### config.mk
export PLATFORM = sky130hd
export DESIGN_NAME = design1_wrapper
export DESIGN_NICKNAME = d
export VERILOG_FILES = /design/src/rtl/design1_wrapper.sv
export SDC_FILE = /design/constraint.sdc
export NUM_CORES = 1
export LEC_CHECK = 0
export BUFFER_PORTS_ARGS = -buffer_cell sky130_fd_sc_hd__buf_2
export CORE_ASPECT_RATIO = 0.75
export CORE_MARGIN = 2
export CORE_UTILIZATION = 35
export DETAILED_ROUTE_END_ITERATION = 10
export MAX_ROUTING_LAYER = met4
export PLACE_DENSITY = 0.53
export SYNTH_ARGS = -nofsm -noshare
export SYNTH_HDL_FRONTEND = slang
export SYNTH_SLANG_ARGS = --single-unit
### constraint.sdc
create_clock -name cp2_0 -period 3.4 [get_ports cp2_0]
set_clock_uncertainty 0.15 [all_clocks]
set_input_delay 0.17 -clock cp2_0 [delete_from_list [all_inputs] [get_ports cp2_0]]
set_output_delay 0.17 -clock cp2_0 [all_outputs]
set_load 0.02 [all_outputs]
### src/rtl/design1_wrapper.sv
// design1_wrapper: replays a fixed boot ROM of I/O writes into DDRB/DDRD and
// exports the USART0/USART1 XCK pin-direction bits.
module design1_wrapper (
  input  logic cp2_0,
  input  logic ireset_0,
  output logic DDR_XCKn_0,
  output logic DDR_XCKn_1
);
  typedef enum logic [1:0] {LOAD, WAIT, WRITE, DONE} state_t;
  state_t state;
  logic [2:0] ptr;
  logic [7:0] cnt, ddrb, ddrd, delay, nxt_delay, io_data;
  logic [5:0] io_addr;
  logic io_we, last;
  function automatic logic [7:0] rom_delay(input logic [2:0] i);
    case (i)
      3'd0: rom_delay = 8'd16;
      3'd2: rom_delay = 8'd100;
      3'd3: rom_delay = 8'd100;
      3'd4: rom_delay = 8'd50;
      default: rom_delay = 8'd0;
    endcase
  endfunction
  function automatic logic [14:0] rom_op(input logic [2:0] i);
    case (i)
      3'd0: rom_op = {6'h0A, 8'h10, 1'b0};
      3'd1: rom_op = {6'h04, 8'h20, 1'b0};
      3'd2: rom_op = {6'h04, 8'h00, 1'b0};
      3'd3: rom_op = {6'h0A, 8'h00, 1'b0};
      3'd4: rom_op = {6'h04, 8'h20, 1'b0};
      3'd5: rom_op = {6'h0A, 8'h10, 1'b1};
      default: rom_op = {6'h00, 8'h00, 1'b1};
    endcase
  endfunction
  assign delay = rom_delay(ptr);
  assign nxt_delay = rom_delay(ptr + 3'd1);
  assign {io_addr, io_data, last} = rom_op(ptr);
  assign io_we = state == WRITE;
  assign DDR_XCKn_0 = ddrd[4];
  assign DDR_XCKn_1 = ddrb[5];
  // The LOAD edge itself counts as the first wait cycle of entry 0.
  always_ff @(posedge cp2_0 or posedge ireset_0) begin
    if (ireset_0) begin
      state <= LOAD;
      ptr <= 3'd0;
      cnt <= 8'd0;
      ddrb <= 8'h00;
      ddrd <= 8'h00;
    end else begin
      if (io_we && io_addr == 6'h04) ddrb <= io_data;
      if (io_we && io_addr == 6'h0A) ddrd <= io_data;
      case (state)
        LOAD: begin
          cnt <= delay - 8'd1;
          state <= delay > 8'd1 ? WAIT : WRITE;
        end
        WAIT: begin
          cnt <= cnt - 8'd1;
          if (cnt == 8'd1) state <= WRITE;
        end
        WRITE: begin
          if (last) state <= DONE;
          else begin
            ptr <= ptr + 3'd1;
            cnt <= nxt_delay;
            state <= nxt_delay == 8'd0 ? WRITE : WAIT;
          end
        end
        default: state <= DONE;
      endcase
    end
  end
endmodule

[Word-level counts from Yosys, hierarchy flattened]
Index checks and enable logic that the tools add are counted.
Operators by class
  add/subtract/negate cells: 3
  order comparisons: 1
  eq/ne operators: 15
  mux-type cells: 10
  bitwise logic cells: 1
  reductions and logical operators: 12
Operators by type and width (count)
  13-bit one-hot mux with 5 select lines: 1
  7-bit one-hot mux with 3 select lines: 2
  8-bit one-hot mux with 3 select lines: 1
  8-bit by 1-bit subtractor with 8-bit output, second input constant: 2
  3-bit by 2-bit == test with 1-bit output, second input constant: 4
  3-bit == test, second input constant: 3
  8-bit by 1-bit == test with 1-bit output, second input constant: 1
  8-bit by 1-bit > comparator with 1-bit output, second input constant: 1
  8-bit zero test: 1
  2-bit two-way mux: 4
  8-bit two-way mux: 1
  6-bit by 3-bit == test with 1-bit output, second input constant: 1
  6-bit by 4-bit == test with 1-bit output, second input constant: 1
  3-bit zero test: 2
  2-bit one-hot mux with 3 select lines: 1
  2-bit OR reduction: 3
  2-bit inequality test, second input constant: 2
  2-bit AND reduction: 2
  3-bit by 1-bit adder with 3-bit output, second input constant: 1
  3-bit by 1-bit == test with 1-bit output, second input constant: 1
  3-bit nonzero test: 1
  2-bit by 1-bit == test with 1-bit output, second input constant: 1
  2-bit == test, second input constant: 1
  1-bit logical AND: 2
  2 further kinds: 2
Word-level totals
  register bits: 24
  bits of input ports: 2
  logic and storage cells: 47

[Logic depth before layout (Yosys ltp)]
  word-level depth: 8
  mapped depth: 8
  gate-level depth less buffers: 8

[Worst setup path before layout]
No wires, ideal clock.
  kind: reg-to-reg
  from: register ptr[0]
  to: register cnt[5]
  arrival time: 1.830 ns
  required time: 3.185 ns
  setup slack: 1.355 ns
  stages on the path, launching flop included: 9
  buffers on the path: 1
  cell sequence: dfrtp_1 > inv_1 > ha_1 > clkbuf_1 > nand2_1 > ha_1 > and3_1 > a311o_1 > nand2_1
Between the ends
  longest elaborated chain between the ends: 6
Ends and longest elaborated chain
  start, declared: RTL line 11  | logic [2:0] ptr;
  start signal, assigned: RTL line 64  | ptr <= ptr + 3'd1;
  parallel branches: the longest is 6 deep, another holds 8-bit by 1-bit subtractor with 8-bit output
  end signal, assigned: RTL line 54  | cnt <= delay - 8'd1;
  end signal, assigned: RTL line 58  | cnt <= cnt - 8'd1;
  end signal, assigned: RTL line 65  | cnt <= nxt_delay;
  end, declared: RTL line 12  | logic [7:0] cnt, ddrb, ddrd, delay, nxt_delay, io_data;
Parallel ways; which one is timed is not known. The select of a mux whose other input is x is not followed.
A chain may end at the register's enable or synchronous reset.

[Worst setup path after layout]
  from: register ptr[0]
  to: register ptr[1]
Between the ends
  longest elaborated chain between the ends: 5
Ends and longest elaborated chain
  3-bit == test / 3-bit by 1-bit == test with 1-bit output (equally long branches): RTL line 25  | case (i)
  2-bit OR reduction (no source line)
  13-bit one-hot mux with 5 select lines: RTL line 25
  1-bit NOT (no source line)
  2-bit AND reduction (no source line)
Parallel ways exist; a longest one is shown, timed or not.

==> key figures <==
Status
  – Outcome: finished clean

Synthesis
  – Synthesized area per cell: 8.51 um2
  – Ys Warns: 0
  – Async set-reset flop share out of synthesis: 100%
  – Post-synthesis net count: 158
  – Dominant cell by count in the synthesized netlist: o21ai_0
  – Post-Syn Area: 1200 um2
  – Synth unique cells: 39
  – Register bit count reported by yosys: 15
  – Cells after Synth: 141
  – Seq/Total Area, Yosys: 31.3%
  – Most frequent cells after synthesis: o21ai_0 (17), dfrtp_1 (15), ha_1 (15)
  – Largest cells by area after synthesis: dfrtp_1 (31%), ha_1 (16%), o21ai_0 (7.1%)
  – Synth top area share: 31.3%
  – Synth Flop Type: dfrtp_1
  – Number of flops mapped to enable cells by yosys: 0
  – Area leader, netlist: dfrtp_1

STA
  – RSZ-0062 raised after global routing: false
  – Max-slew headroom: 59.0%
  – Final period util: 65.3%
  – Fmax: 450 MHz
  – Post-route minimum period: 2220 ps
  – Max Transition Viols Final: 0
  – Final-report setup violation count: 0
  – Fin. Hold Viols: 0
  – Setup Total Neg Slack: 0 ps
  – Worst-Margin Slew: 615 ps

Finish
  – Filler Cell Count: 341
  – Net count reported at finish: 161
  – Share of cells above drive strength 1: 8.39%
  – Post-route insts no fill: 183
  – P&R area growth vs syn: 7.72%
  – Antenna cells: 0

Setup path
  – Slowest cell delay on critical path: 500 ps
  – Reg2reg end: ptr[1]$_DFFE_PP0P_
  – Worst reg2reg path depth: 5
  – Crit Path Max Fanout: 12
  – Critical Path End Type: register
  – Startpoint types: register
  – Critical path type: reg2reg
  – Worst EP required: 3390 ps
  – WP data arrival: 2210 ps
  – Setup slack, reg-to-reg: 1180 ps
  – Slowest-stage cell, CP: dfrtp_1
  – Critical path buffers and inverters: 1
  – CP delay by family, top: flip-flops
  – Crit path cell chain: inv_1 -> ha_1 -> o41a_1 -> nand2_1 -> mux2_2
  – Reg2reg start: ptr[0]$_DFFE_PP0P_

Floorplan
  – Die width: 71.6 um
  – Die Span Y: 54.7 um
  – Boundary pin count: 4
  – Rows: 18
  – Core area: 3290 um2
  – Initial core utilization: 36.5%
  – Die area: 3920 um2

Global route
  – Largest net degree at the start of global routing: 19
  – Initial antenna violation count: 0
  – GR Util All Layers: 15.9%
  – Number of global-route vias before repair: 947
  – Gr ovfl total: 0
  – Global-route wire length before repair: 4.58 mm

Drt
  – Vias: 1,008
  – Pre-antenna DRT Iters: 4
  – Final ANT Viol Nets: 0
  – Via density: 5.51
  – Routed wire length: 2.67 mm
  – DR iter-0 viols: 48
  – WL per Instance: 14.6 um
  – DR DRC count: 0

Clock tree
  – TritonCTS Buffers: 3
  – CTS tree: yes
  – Clk pin slew, worst setup/hold paths: 70 ps
  – Post-CTS Resized: 0
  – Clock Sinks: 15
  – Setup bufs post-CTS: 0
  – Skew-Pair Late Insertion Delay: 250 ps
  – Root buffer cell: clkbuf_8
  – CTS H-tree depth: 1
  – Post-CTS Hold Buffers: 1
  – Clock tree buffer depth: 2

Power
  – Pwr dens: 258 nW/um2
  – Total Power: 0.333 mW
  – Leakage: 0.568 nW
  – Worst vdd ir: 0.000113 V

Hold path
  – Worst min path class: in2async

Placement
  – Port buffer count: 3
  – Final RePlAce weighted congestion: 0.850
  – Placed Cells: 178
  – Post-DP HPWL: 2.01 mm

Flow run
  – Max_cap viols: 0
## state kept, by name, summed over array words and instances (netlist names)
| name | cells |
|---|---|
| cnt | 8 |
| ptr | 3 |
| state | 2 |
| ddrb | 1 |
| ddrd | 1 |
## placed cells by master (no fill, tap or decap), types with 2 or more instances in the layout
cell	instances
o21ai_0	17
ha_1	15
dfrtp_1	15
nor2_1	11
nand2_1	11
a21oi_1	11
inv_1	11
nor3_1	5
o21bai_1	3
clkbuf_8	3
buf_2	3
mux2i_1	2
nand3_1	2
o31ai_1	2
and3_1	2
o21ai_1	2
mux2_2	2
a221oi_1	2
a211oi_1	2
## final cells by class
cell class	instances	area [um2]	area share [%]
clock buffers	4	45.0	3.48
flip-flops and latches	15	375	29.0
inverters	11	41.3	3.19
well taps	40	50.0	3.87
repair buffers	4	25.0	1.94
multi-input cells	109	756	58.5
## cells by family (layout without fill, tap and decap cells)
group | after synthesis | count (layout) | synth area share (%)
multiplexers | 4 | 4 | 3.55
flip-flops | 15 | 15 | 31.3
XOR/XNOR | 2 | 2 | 1.46
adder cells (fa/ha/maj) | 15 | 15 | 15.6
buffers and inverters | 17 | 19 | 5.74
AO/OA/AOI/OAI | 50 | 50 | 26.3
AND/OR/NAND/NOR | 38 | 38 | 16.1
## worst min-delay path, cell delays in order
cell and delay [ps]:
dlygate4sd3_1 530, buf_2 120, inv_1 450
## worst max-delay path by stage
stage	slack [ps]	from	depth (start not counted)	to
detailed placement	1190	ptr[0]$_DFFE_PP0P_	5	ptr[1]$_DFFE_PP0P_
finish	1180	ptr[0]$_DFFE_PP0P_	5	ptr[1]$_DFFE_PP0P_
floorplan	1350	ptr[0]$_DFFE_PP0P_	8	cnt[5]$_DFFE_PP0P_
global route	1060	ptr[0]$_DFFE_PP0P_	6	cnt[2]$_DFFE_PP0P_
global placement	1230	ptr[0]$_DFFE_PP0P_	5	ptr[1]$_DFFE_PP0P_
CTS	1180	ptr[0]$_DFFE_PP0P_	5	ptr[1]$_DFFE_PP0P_
## through the flow
stage                     worst slack [ps]  cell area (um2)  utilization (%)  hold slack [ps]
after global placement                1230             1240             37.6              126
after detailed placement              1190             1240             37.6              134
after CTS                             1180             1290             39.3              392
after global routing                  1060             1290             39.3              405
after floorplan                       1350             1200                -            -78.5
final                                 1180             1290             39.3              381
## metal layers
metal  GRT usage, %  vias to the layer above  wire, um
li1               -                      516         -
met1           20.8                      477      1410
met2           24.5                       11      1150
met3           4.42                        4        96
met4           3.77                        0        16
met5              -                        -         0
## power breakdown
part	leakage, nW	internal (mW)	switching, mW	total (mW)
Sequential	0.174	0.178	0	0.178
Clock	0.0228	0.0832	0.0667	0.150
Combinational	0.372	0.00121	0.00385	0.00506
Power figures use the tool's default switching activity.
